### src/rtl/msi_cpu_side_ctrl.sv
// Processor-side MSI controller: tags + line states for a direct-mapped cache, CPU requests -> bus messages.
// Hit completes 2 cycles after request; misses hold bus_req until grant; snoops applied in any state.
module msi_cpu_side_ctrl #(
  parameter int NUM_LINES = 4,
  parameter int TAG_W     = 4,
  localparam int INDEX_W  = $clog2(NUM_LINES),
  localparam int AW       = TAG_W + INDEX_W
) (
  input  logic          clock_i,
  input  logic          resetn_i,
  input  logic          cpu_req_i,
  input  logic          cpu_we_i,
  input  logic [AW-1:0] cpu_addr_i,
  output logic          cpu_busy_o,
  output logic          cpu_done_o,
  output logic          cpu_hit_o,
  output logic          bus_req_o,
  input  logic          bus_gnt_i,
  output logic [1:0]    bus_op_o,
  output logic [AW-1:0] bus_addr_o,
  output logic          bus_wb_o,
  input  logic          snoop_valid_i,
  input  logic [1:0]    snoop_op_i,
  input  logic [AW-1:0] snoop_addr_i,
  output logic          snoop_wb_o
);

  typedef enum logic [1:0] {ST_IDLE, ST_CHECK, ST_REQ, ST_DONE} state_e;

  localparam logic [1:0] LS_I   = 2'b00;
  localparam logic [1:0] LS_E   = 2'b01;
  localparam logic [1:0] LS_S   = 2'b10;
  localparam logic [1:0] OP_RM  = 2'b00;
  localparam logic [1:0] OP_INV = 2'b01;
  localparam logic [1:0] OP_WM  = 2'b10;

  state_e             state_q, state_d;
  logic               we_q, we_d;
  logic [AW-1:0]      addr_q, addr_d;
  logic [1:0]         op_q, op_d;
  logic               wb_q, wb_d;
  logic               hit_q, hit_d;
  logic               snoop_wb_q, snoop_wb_d;
  logic [1:0]         lstate_q [NUM_LINES];
  logic [1:0]         lstate_d [NUM_LINES];
  logic [TAG_W-1:0]   ltag_q   [NUM_LINES];
  logic [TAG_W-1:0]   ltag_d   [NUM_LINES];

  logic [INDEX_W-1:0] req_idx, snp_idx;
  logic [TAG_W-1:0]   req_tag, snp_tag;
  logic               snp_match, line_hit;
  logic [1:0]         cur_ls;

  assign req_idx = addr_q[INDEX_W-1:0];
  assign req_tag = addr_q[AW-1:INDEX_W];
  assign snp_idx = snoop_addr_i[INDEX_W-1:0];
  assign snp_tag = snoop_addr_i[AW-1:INDEX_W];

  // A snoop coinciding with a grant is dropped; the grant owns the line update that cycle.
  assign snp_match = snoop_valid_i && !bus_gnt_i &&
                     (lstate_q[snp_idx] != LS_I) && (ltag_q[snp_idx] == snp_tag);

  always_comb begin
    state_d    = state_q;
    we_d       = we_q;
    addr_d     = addr_q;
    op_d       = op_q;
    wb_d       = wb_q;
    hit_d      = hit_q;
    snoop_wb_d = 1'b0;
    lstate_d   = lstate_q;
    ltag_d     = ltag_q;
    cur_ls     = LS_I;
    line_hit   = 1'b0;

    if (snp_match) begin
      if (lstate_q[snp_idx] == LS_E) begin
        if (snoop_op_i == OP_RM) begin
          lstate_d[snp_idx] = LS_S;
          snoop_wb_d        = 1'b1;
        end else if (snoop_op_i == OP_INV || snoop_op_i == OP_WM) begin
          lstate_d[snp_idx] = LS_I;
          snoop_wb_d        = 1'b1;
        end
      end else if (snoop_op_i == OP_INV || snoop_op_i == OP_WM) begin
        lstate_d[snp_idx] = LS_I;
      end
    end

    case (state_q)
      ST_IDLE: begin
        if (cpu_req_i) begin
          we_d    = cpu_we_i;
          addr_d  = cpu_addr_i;
          state_d = ST_CHECK;
        end
      end
      ST_CHECK: begin
        // Decide on the post-snoop view so a same-cycle snoop cannot leave a stale upgrade or writeback.
        cur_ls   = lstate_d[req_idx];
        line_hit = (cur_ls != LS_I) && (ltag_d[req_idx] == req_tag);
        if (line_hit && (!we_q || cur_ls == LS_E)) begin
          hit_d   = 1'b1;
          state_d = ST_DONE;
        end else begin
          hit_d   = 1'b0;
          state_d = ST_REQ;
          if (line_hit) begin
            op_d = OP_INV;
            wb_d = 1'b0;
          end else begin
            op_d = we_q ? OP_WM : OP_RM;
            wb_d = (cur_ls == LS_E);
          end
        end
      end
      ST_REQ: begin
        if (bus_gnt_i) begin
          ltag_d[req_idx]   = req_tag;
          lstate_d[req_idx] = (op_q == OP_RM) ? LS_S : LS_E;
          state_d           = ST_DONE;
        end else if (snp_match && snp_idx == req_idx) begin
          if (op_q == OP_INV && lstate_d[req_idx] == LS_I) op_d = OP_WM;
          if (wb_q && lstate_d[req_idx] != LS_E) wb_d = 1'b0;
        end
      end
      ST_DONE: begin
        state_d = ST_IDLE;
      end
      default: state_d = ST_IDLE;
    endcase
  end

  always_ff @(posedge clock_i) begin
    if (!resetn_i) begin
      state_q    <= ST_IDLE;
      we_q       <= 1'b0;
      addr_q     <= '0;
      op_q       <= OP_RM;
      wb_q       <= 1'b0;
      hit_q      <= 1'b0;
      snoop_wb_q <= 1'b0;
      for (int i = 0; i < NUM_LINES; i++) begin
        lstate_q[i] <= LS_I;
        ltag_q[i]   <= '0;
      end
    end else begin
      state_q    <= state_d;
      we_q       <= we_d;
      addr_q     <= addr_d;
      op_q       <= op_d;
      wb_q       <= wb_d;
      hit_q      <= hit_d;
      snoop_wb_q <= snoop_wb_d;
      lstate_q   <= lstate_d;
      ltag_q     <= ltag_d;
    end
  end

  assign cpu_busy_o = (state_q != ST_IDLE);
  assign cpu_done_o = (state_q == ST_DONE);
  assign cpu_hit_o  = (state_q == ST_DONE) && hit_q;
  assign bus_req_o  = (state_q == ST_REQ);
  assign bus_op_o   = op_q;
  assign bus_addr_o = addr_q;
  assign bus_wb_o   = wb_q;
  assign snoop_wb_o = snoop_wb_q;

endmodule
### config.mk
export PLATFORM = sky130hd
export DESIGN_NAME = msi_cpu_side_ctrl
export DESIGN_NICKNAME = d
export VERILOG_FILES = /design/src/rtl/msi_cpu_side_ctrl.sv
export SDC_FILE = /design/constraint.sdc
export NUM_CORES = 1
export LEC_CHECK = 0
export ABC_AREA = 1
export BUFFER_PORTS_ARGS = -buffer_cell sky130_fd_sc_hd__buf_2
export CAP_MARGIN = 25
export CELL_PAD_IN_SITES_DETAIL_PLACEMENT = 1
export CELL_PAD_IN_SITES_GLOBAL_PLACEMENT = 1
export CORE_AREA = 5 5 86 88
export CTS_BUF_LIST = sky130_fd_sc_hd__clkbuf_16
export CTS_CLUSTER_SIZE = 30
export DETAILED_ROUTE_END_ITERATION = 6
export DIE_AREA = 0 0 91 93
export PLACE_DENSITY_LB_ADDON = 0.3
export SLEW_MARGIN = 20
export SYNTH_ARGS = -nofsm -noshare
export SYNTH_HDL_FRONTEND = slang
export SYNTH_SLANG_ARGS = --single-unit
### constraint.sdc
create_clock -name clock_i -period 2.6 [get_ports clock_i]
set_input_delay 0.26 -clock clock_i [delete_from_list [all_inputs] [get_ports clock_i]]
set_output_delay 0.26 -clock clock_i [all_outputs]
set_load 0.01 [all_outputs]
==> flow_metrics.env <==
export IMPL_drive_gt1_share_pct=21.3
export IMPL_setup_tns_ns=0
export IMPL_synth_fa_ha_area_share_pct=3.48
export IMPL_cts_hold_fix_buffers=0
export IMPL_power_mw=2.08
export IMPL_slew_viol_final=0
export IMPL_min_period_ns=2.31
export IMPL_grt_use_met1_pct=23.4
export IMPL_pwr_density_cell_nw_per_um2=719
export IMPL_dieWidth_um=91
export IMPL_use_met2_pct=33.1
export IMPL_dp_cells=494
export IMPL_status="finished, final reports clean"
export IMPL_busiest_layer="met2"
export IMPL_avgSynthCellArea_um2=6.54
export IMPL_grt_pass1_vias=2708
export IMPL_synth_simple_gate_area_share_pct=40.0
export IMPL_dieArea_um2=8460
export IMPL_p_leak_nw=1.48
export IMPL_whs_ns=0.226
export IMPL_final_common_cell="nand2_1"
export IMPL_drt_initial_drc_count=125
export IMPL_skew_ns=0.00261
export IMPL_hpwl_mm=5.92
export IMPL_endpoint_kind="flop"
export IMPL_synth_top_family_by_area="simple AND/OR/NAND/NOR gates"
export IMPL_io_buffers=33
export IMPL_final_cell_area_um2=2890
export IMPL_start_util_pct=38.3
export IMPL_rsz0062_at_grt="false"
export IMPL_setup_viol=0
export IMPL_cts_buffers_inserted=5
export IMPL_instances_no_fill=502
export IMPL_fin_nets=448
export IMPL_vias=2569
export IMPL_num_rows=30
export IMPL_clockRootBuffer="clkbuf_16"
export IMPL_cp_data_required_time_ns=2.78
export IMPL_fmax_ghz=0.433
export IMPL_syn_to_final_growth_pct=14.9
export IMPL_hold_class="input pin to flop"
export IMPL_syn_nets=412
export IMPL_cts_tree="yes"
export IMPL_crit_path_max_fanout=6
export IMPL_wl_per_cell_um=15.0
export IMPL_startpoint_type="flop"
export IMPL_post_cts_buffers=0
export IMPL_gr_usage_all_layers_pct=18.5
export IMPL_synth_compound_area_share_pct=14.4
export IMPL_max_slew_margin_pct=60.9
export IMPL_worst_slew_pin_slew_ns=0.581
export IMPL_coreArea_um2=6570
export IMPL_synth_mux_area_share_pct=0
export IMPL_synthDistinctLibCells=37
export IMPL_r2r_slack_ns=0.29
export IMPL_worstSetupPathType="flop to flop"
export IMPL_cts_resized=0
export IMPL_met3_usage_pct=2.41
export IMPL_maxCapViolations=0
export IMPL_io_pin_count=34
export IMPL_clk_pin_slew_worst_paths_ns=0.06
export IMPL_yosysTopAreaCell="dfxtp_1"
export IMPL_ys_seq_elements=38
export IMPL_finalCritPeriodShare_pct=88.8
export IMPL_dpl_cell_area_um2=2750
export IMPL_yosysTopAreaCellShare_pct=30.2
export IMPL_antenna_cells=0
export IMPL_final_cell_mix="nand2_1 (105), inv_1 (47), dfxtp_1 (38), buf_2 (33), nor2_1 (31)"
export IMPL_grt_overflow=0
export IMPL_die_h_um=93
export IMPL_syn_inst=385
export IMPL_clkLatencyLatePin_ns=0.28
export IMPL_synthTopCellsByArea="dfxtp_1 (30%), nand2_1 (16%), inv_1 (7.0%), nand3_1 (5.8%), o21ai_0 (5.2%)"
export IMPL_dr_pass1_iters=4
export IMPL_vdd_ir_drop_max_v=0.000461
export IMPL_synth_seq_area_share_pct=30.2
export IMPL_synth_area_um2=2520
export IMPL_drc=0
export IMPL_grt_max_degree=31
export IMPL_finalHoldViolCount=0
export IMPL_cts_sinks=38
export IMPL_wl_mm=7.54
export IMPL_synthXorXnorAreaFrac_pct=1.39
export IMPL_synth_warnings=0
export IMPL_clockBufferDepth=2
export IMPL_antenna_left=0
export IMPL_viasPerCell=5.12
export IMPL_antenna_found_initial=0
export IMPL_place_gp_congestion=0.819
export IMPL_critical_path_arrival_ns=2.49
export IMPL_grt_pass1_wl_mm=12.9
export IMPL_htreeDepth=2
metrics by stage:
stage	util [%]	setup slack (ns)
floorplan	-	0.569
global placement	41.8	0.122
detailed placement	41.8	0.0288
CTS	43.9	0.277
global route	44.0	0.0389
finish	44.0	0.291
cells in the mapped netlist:
cell and instances:
nand2_1 105, inv_1 47, dfxtp_1 38, nor2_1 33
nand3_1 29, o21ai_0 26, a21oi_1 24, nand2_2 19
ha_1 7, nor2_2 7, a22oi_1 5, nand4_1 4
xor2_1 4, clkbuf_1 3, nand3_2 3, nor2_4 3
a21oi_2 2, buf_6 2, inv_2 2, inv_4 2
nand3b_1 2, nor3_1 2, nor4_1 2, a21boi_2 1
a221oi_1 1, a22o_1 1, buf_12 1, buf_2 1
buf_4 1, nand2_4 1, nand3_4 1, nor2_8 1
o21ai_1 1, o21ai_2 1, o221ai_1 1, o22ai_1 1
or2_2 1
kinds of logic (layout without fill, tap and decap cells):
kind of cell	after synthesis	count (layout)
AOI/OAI and AO/OA	64	64
and+or+nand+nor	213	213
xor gates and xnor gates	4	4
adders and majority gates	7	7
DFF	38	38
buffers and inverters	59	96
cell type report:
cell class                 count  area, µm²
sequential                    38        761
fill                         882       3680
timing repair buffer          37        195
clock inverter                 3       16.3
inverter                      51        196
multi-input combinational    288       1500
tap                           80        100
clock buffer                   5        125
sequential cells by signal, summed over array words and instances (netlist names):
| register | cells |
|---|---|
| snoop_wb_o | 1 |
| state_q | 2 |
| we_q | 1 |
| lstate_q | 8 |
| bus_wb_o | 1 |
| bus_addr_o | 6 |
| hit_q | 1 |
| bus_op_o | 2 |
| ltag_q | 16 |
layer usage:
metal | part of all wire (%) | vias to the layer above
li1 | - | 1302
met3 | 2.5 | 11
met4 | 1.3 | 0
met5 | 0 | -
met2 | 50 | 36
met1 | 47 | 1220
critical path: stages, from the launching register on:
cell      delay (ns)
dfxtp_1         0.46
inv_1           0.13
nand2_1         0.10
inv_1           0.13
a22oi_1         0.21
o221ai_1        0.17
xor2_1          0.16
nor2_1          0.11
nand3_1         0.14
a21oi_2         0.19
nand2_2         0.12
nand2_1         0.11
nand2_1         0.06
o21ai_1         0.07
nor2_1          0.05
power by group:
part	switching, mW	internal, mW
clock	0.239	0.350
combinational	0.484	0.248
sequential	0.0936	0.663
final timing paths:
| path | start | cells after the start | end |
|---|---|---|---|
| worst max-delay path | bus_addr_o[1] | 14 | bus_wb_o |
| worst min-delay path | cpu_addr_i[5] | 3 | bus_addr_o[5] |
| worst max register to register | bus_addr_o[1] | 14 | bus_wb_o |
| worst min register to register | hit_q | 2 | hit_q |
(Power assumes the default switching activity.)
